<file path="src/rtl/alu_op_sequencer.sv">
// -----------------------------------------------------------------------------
// alu_op_sequencer
// Time-shares one combinational ALU between two requesters (req0: switch
// panel, req1: scripted source). A round-robin grant picks a requester in
// IDLE. Its operands are registered onto the ALU inputs. After ALU_LAT
// cycles the ALU result is captured and returned on a valid/ready response
// channel. The last result is held on disp_value for the 7-segment display.
//
// Parameters:
//   ALU_LAT  cycles from operand register update to result capture (1..15)
//
// Ports:
//   clk, rst_n                  clock (rising edge), async active-low reset
//   reqN_valid/ready            per-requester handshake (ready is combinational)
//   reqN_a[7:0], reqN_b[4:0]    operands (b is zero-extended to 8 bits)
//   reqN_sel[2:0]               ALU operation select
//   alu_a/alu_b/alu_sel         registered operands driving the ALU
//   alu_r[7:0]                  combinational ALU result
//   rsp_valid/ready/id/data     response channel back to the issuing requester
//   disp_value[7:0]             last captured result
//   busy                        high whenever the sequencer is not idle
//
// Optional feature (macro ALU_SEQ_STATS_EN):
//   stat_cnt0/stat_cnt1[7:0]    saturating counts of completed responses per id
// -----------------------------------------------------------------------------
module alu_op_sequencer #(
    parameter int unsigned ALU_LAT = 1
) (
    input  logic       clk,
    input  logic       rst_n,
    input  logic       req0_valid,
    output logic       req0_ready,
    input  logic [7:0] req0_a,
    input  logic [4:0] req0_b,
    input  logic [2:0] req0_sel,
    input  logic       req1_valid,
    output logic       req1_ready,
    input  logic [7:0] req1_a,
    input  logic [4:0] req1_b,
    input  logic [2:0] req1_sel,
    output logic [7:0] alu_a,
    output logic [7:0] alu_b,
    output logic [2:0] alu_sel,
    input  logic [7:0] alu_r,
    output logic       rsp_valid,
    input  logic       rsp_ready,
    output logic       rsp_id,
    output logic [7:0] rsp_data,
    output logic [7:0] disp_value,
    output logic       busy
`ifdef ALU_SEQ_STATS_EN
    ,
    output logic [7:0] stat_cnt0,
    output logic [7:0] stat_cnt1
`endif
);

    localparam logic [1:0] IDLE = 2'b00;
    localparam logic [1:0] WAIT = 2'b01;
    localparam logic [1:0] RESP = 2'b10;

    // Counter is loaded with ALU_LAT-1 so capture lands exactly ALU_LAT
    // edges after the accept edge.
    localparam logic [3:0] CNT_LOAD = 4'(ALU_LAT - 1);

    logic [1:0] state_r;
    logic [1:0] state_nxt_s;
    logic       last_grant_r;
    logic [3:0] cnt_r;
    logic       grant0_s;
    logic       grant1_s;
    logic       accept0_s;
    logic       accept1_s;
    logic       rsp_done_s;

    // Round-robin grant: on a tie the requester that did not win last time goes.
    always_comb begin
        grant0_s = 1'b0;
        grant1_s = 1'b0;
        if (req0_valid && req1_valid) begin
            grant0_s = last_grant_r;
            grant1_s = ~last_grant_r;
        end else begin
            grant0_s = req0_valid;
            grant1_s = req1_valid;
        end
    end

    assign req0_ready = (state_r == IDLE) & grant0_s;
    assign req1_ready = (state_r == IDLE) & grant1_s;
    assign accept0_s  = req0_valid & req0_ready;
    assign accept1_s  = req1_valid & req1_ready;
    assign rsp_done_s = rsp_valid & rsp_ready;

    // Next-state decode for the IDLE -> WAIT -> RESP -> IDLE cycle.
    always_comb begin
        state_nxt_s = state_r;
        case (state_r)
            IDLE: begin
                if (accept0_s || accept1_s) begin
                    state_nxt_s = WAIT;
                end else begin
                    state_nxt_s = IDLE;
                end
            end
            WAIT: begin
                if (cnt_r == 4'd0) begin
                    state_nxt_s = RESP;
                end else begin
                    state_nxt_s = WAIT;
                end
            end
            RESP: begin
                if (rsp_ready) begin
                    state_nxt_s = IDLE;
                end else begin
                    state_nxt_s = RESP;
                end
            end
            default: state_nxt_s = IDLE;
        endcase
    end

    // State, operand, latency counter and response registers.
    always_ff @(posedge clk or negedge rst_n) begin
        if (!rst_n) begin
            state_r      <= IDLE;
            busy         <= 1'b0;
            last_grant_r <= 1'b1;
            cnt_r        <= 4'd0;
            alu_a        <= 8'h00;
            alu_b        <= 8'h00;
            alu_sel      <= 3'b000;
            rsp_valid    <= 1'b0;
            rsp_id       <= 1'b0;
            rsp_data     <= 8'h00;
            disp_value   <= 8'h00;
        end else begin
            state_r <= state_nxt_s;
            busy    <= (state_nxt_s != IDLE);
            case (state_r)
                IDLE: begin
                    if (accept0_s) begin
                        alu_a        <= req0_a;
                        alu_b        <= {3'b000, req0_b};
                        alu_sel      <= req0_sel;
                        rsp_id       <= 1'b0;
                        last_grant_r <= 1'b0;
                        cnt_r        <= CNT_LOAD;
                    end else if (accept1_s) begin
                        alu_a        <= req1_a;
                        alu_b        <= {3'b000, req1_b};
                        alu_sel      <= req1_sel;
                        rsp_id       <= 1'b1;
                        last_grant_r <= 1'b1;
                        cnt_r        <= CNT_LOAD;
                    end else begin
                        cnt_r <= cnt_r;
                    end
                end
                WAIT: begin
                    if (cnt_r == 4'd0) begin
                        rsp_data   <= alu_r;
                        disp_value <= alu_r;
                        rsp_valid  <= 1'b1;
                    end else begin
                        cnt_r <= cnt_r - 4'd1;
                    end
                end
                RESP: begin
                    if (rsp_ready) begin
                        rsp_valid <= 1'b0;
                    end else begin
                        rsp_valid <= 1'b1;
                    end
                end
                default: begin
                    rsp_valid <= 1'b0;
                end
            endcase
        end
    end

`ifdef ALU_SEQ_STATS_EN
    // Saturating per-requester counts of completed response handshakes.
    always_ff @(posedge clk or negedge rst_n) begin
        if (!rst_n) begin
            stat_cnt0 <= 8'h00;
            stat_cnt1 <= 8'h00;
        end else if (rsp_done_s) begin
            if (rsp_id == 1'b0) begin
                if (stat_cnt0 != 8'hFF) begin
                    stat_cnt0 <= stat_cnt0 + 8'd1;
                end else begin
                    stat_cnt0 <= stat_cnt0;
                end
            end else begin
                if (stat_cnt1 != 8'hFF) begin
                    stat_cnt1 <= stat_cnt1 + 8'd1;
                end else begin
                    stat_cnt1 <= stat_cnt1;
                end
            end
        end else begin
            stat_cnt0 <= stat_cnt0;
            stat_cnt1 <= stat_cnt1;
        end
    end
`else
    // Handshake decode only feeds the optional statistics counters.
    logic unused_rsp_done_s;
    assign unused_rsp_done_s = rsp_done_s;
`endif

endmodule

</file>
<file path="config.mk">
export PLATFORM = sky130hd
export DESIGN_NAME = alu_op_sequencer
export DESIGN_NICKNAME = d
export VERILOG_FILES = /design/src/rtl/alu_op_sequencer.sv
export SDC_FILE = /design/constraint.sdc
export NUM_CORES = 1
export LEC_CHECK = 0
export ABC_CLOCK_PERIOD_IN_PS = 3750
export CAP_MARGIN = 25
export CORE_MARGIN = 3
export CORE_UTILIZATION = 35
export DETAILED_ROUTE_END_ITERATION = 10
export DONT_BUFFER_PORTS = 1
export PLACE_DENSITY = 0.45
export SYNTH_ARGS = -nofsm -noshare
export SYNTH_HDL_FRONTEND = slang
export SYNTH_SLANG_ARGS = --single-unit
</file>
<file path="constraint.sdc">
create_clock -name clk -period 3.75 [get_ports clk]
set_input_delay 0.75 -clock clk [delete_from_list [all_inputs] [get_ports clk]]
set_output_delay 0.75 -clock clk [all_outputs]
set_load 0.01 [all_outputs]
</file>
==> impl_results.md <==
* Die H at 77.5 um
* Fill cell count at 498
* Ant diodes at 0
* Post-synth top area share at 46.2%
* Port Buffers at 0
* Die ar. at 6000 um^2
* Post-synth top area cell: dfrtp_1
* Synth async-reset ratio at 100%
* Number of H-tree levels at 2
* Final net count at 220
* CTS max path bufs at 2
* Total Wirelength at 3740 um
* Unique cell type count in the Yosys netlist at 35
* Design Area, Final at 1900 um^2
* Skew-Pair Late Insertion Delay at 0.28 ns
* Fin. Hold Viols at 0
* Pin count of the biggest net entering global routing at 35
* Number of buffers created by CTS at 5
* Max-Cap Viols at 0
* Final worst-path cycle share at 63.0%
* Max Clock Skew at 0.00332 ns
* LEAKAGE at 0.760 nW
* Area Growth Syn to Fin at 6.37%
* Mapped Area at 1790 um^2
* DR WL/cell at 15.7 um
* Total negative slack at 0 ns
* Layout cells sized above 1 at 14.6%
* Post-synth top cells: dfrtp_1, nor2_1, o21ai_0
* Mapped Cells at 180
* TritonCTS clock tree: built
* Syn Area/Cell at 9.93 um^2
* GPL Wtd Cong at 0.685
* Crit path time final at 2.36 ns
* Worst EP arrival at 1.61 ns
* RSZ-0062 raised after global routing: false
* Tightest Hold Check Type: input port to asynchronous set/reset pin
* Global route overflow at 0
* All-Layer GR Usage at 12.9%
* Final Max Slew Viols at 0
* Crit. End Element: primary output
* Required time of the critical path at 3.00 ns
* Initial antenna violation count at 0
* Syn. warnings at 0
* Worst vdd ir at 0.267 mV
* Die Width at 77.5 um
* Core ar. at 4820 um^2
* FF+latch area at 852 um^2
* FMAX at 0.423 GHz
* Top post-synthesis cells by area: dfrtp_1, or3b_1, a31oi_1
* Antenna Nets Post-Route at 0
* Vias in the first global route at 1228
* Hold_ws at 0.161 ns
* Power density cells at 914 nW/um^2
* Crit-path max FO at 33
* Clk root buf: clkbuf_8
* Initial drt markers at 24
* Clock Sinks at 34
* Final Setup Violations at 0
* Dominant synthesized flop cell: dfrtp_1
* First-pass GRT wire length at 6010 um
* Pwr Total at 0.00174 W
* DPL Wire Length at 2720 um
* Post_cts resized at 0
* DRT Pass-1 Iters at 4
* Number of flops mapped to enable cells by yosys at 0
* Ports at 85
* WS Path Type: flip-flop to primary output
* Vias per cell at 5.28
* Hold buffers post-CTS at 0
* Clock-pin slew on the worst setup and hold paths at 0.07 ns
* Synth Register Bits at 34
* Status: complete, no violations
* Area of the multi-input gates at 793 um^2
* Post-CTS Setup Repair Bufs at 0
* Via count of the routed design at 1256
* DRC Markers at 0
* Most common cell in the netlist: dfrtp_1
* Post-Place Cell Area at 1760 um^2
* Critical path launch point type: flip-flop
* Site Rows at 25
* Sequential area share after synthesis at 47.7%
* Starting Density at 37.1%
kinds of logic (layout without fill, tap and decap cells):
| group | Yosys count | count (layout) | share of synthesized area [%] |
|---|---|---|---|
| buf+inv | 28 | 17 | 8.68 |
| other cells | 1 | 3 | 0.210 |
| simple gates | 60 | 60 | 20.2 |
| flops | 34 | 34 | 47.7 |
| fa+ha+maj | 5 | 5 | 3.50 |
| mux | 9 | 9 | 5.60 |
| compound gates | 43 | 43 | 14.1 |
sequential cells by signal (all words and copies together) (netlist names):
signal and flops:
disp_value 8, alu_a 8, busy 1, cnt_r 4
alu_sel 3, alu_b 5, rsp_id 1, rsp_valid 1
state_r 2, last_grant_r 1
layout by cell type, fill, tap and decap left out, drive strengths merged:
cell type	n
dfstp	1
conb	3
o221ai	1
nor4b	1
a21oi	1
nor2b	2
o22ai	1
o211ai	1
nand3b	1
nand2b	1
buf	3
nor3b	1
o31ai	1
o21a	1
inv	6
nor4bb	1
and2b	1
nor2	21
nand2	7
clkbuf	7
o21ai	20
nand3	2
bufinv	1
mux2i	1
dfrtp	33
or3b	17
nor3	3
or4bb	1
ha	5
a31oi	16
o311ai	1
nand4	1
mux2	8
stage by stage:
| stage | worst slack, ns | cells | util (%) |
|---|---|---|---|
| finish | 1.39 | 238 | 39.5 |
| global route | 1.26 | 238 | 39.5 |
| CTS | 1.36 | 236 | 38.7 |
| detailed placement | 1.39 | 228 | 36.5 |
| global placement | 1.54 | 228 | 36.5 |
| floorplan | 1.76 | 182 | - |
routing by layer:
metal / GRT usage [%] / wire length [um] / vias to the layer above
met5: 0 / 0 / -
met4: 4.80 / 36 / 0
met3: 6.38 / 373 / 4
met2: 21.5 / 1850 / 60
met1: 14.0 / 1480 / 593
li1: - / - / 599
worst max-delay path, cell delays in order, from the launching register on:
cell	delay [ns]
dfrtp_1	0.40
inv_1	0.09
ha_1	0.33
nand2_2	0.08
buf_4	0.22
nor2_1	0.22
power breakdown:
group	internal, W	leakage, nW	total, W	switching [W]
Combinational	0.000288	0.312	0.000616	0.000328
Clock	0.000199	0.0524	0.000328	0.000129
Sequential	0.000555	0.395	0.000794	0.000239
final cells by class:
type | count | area share (%)
Clock buffer | 7 | 4.02
Clock inverter | 1 | 1.58
Inverter | 6 | 1.18
Multi-Input combinational cell | 120 | 41.7
Sequential cell | 34 | 44.8
Tap cell | 67 | 4.41
Timing Repair Buffer | 3 | 2.24
final timing paths:
check                                              start  cells past startpoint                         to  slack [ns]
worst max-delay path                state_r[1]$_DFF_PN0_                      5                 req0_ready        1.39
worst min register to register  last_grant_r$_DFFE_PN1P_                      2   last_grant_r$_DFFE_PN1P_        0.48
worst max register to register      state_r[1]$_DFF_PN0_                      5  disp_value[7]$_DFFE_PN0P_        1.80
max in group asynchronous                          rst_n                      0   last_grant_r$_DFFE_PN1P_        3.42
min in group clk                last_grant_r$_DFFE_PN1P_                      2   last_grant_r$_DFFE_PN1P_        0.48
worst min-delay path                               rst_n                      0       alu_a[7]$_DFFE_PN0P_        0.16
(Power assumes the default switching activity.)
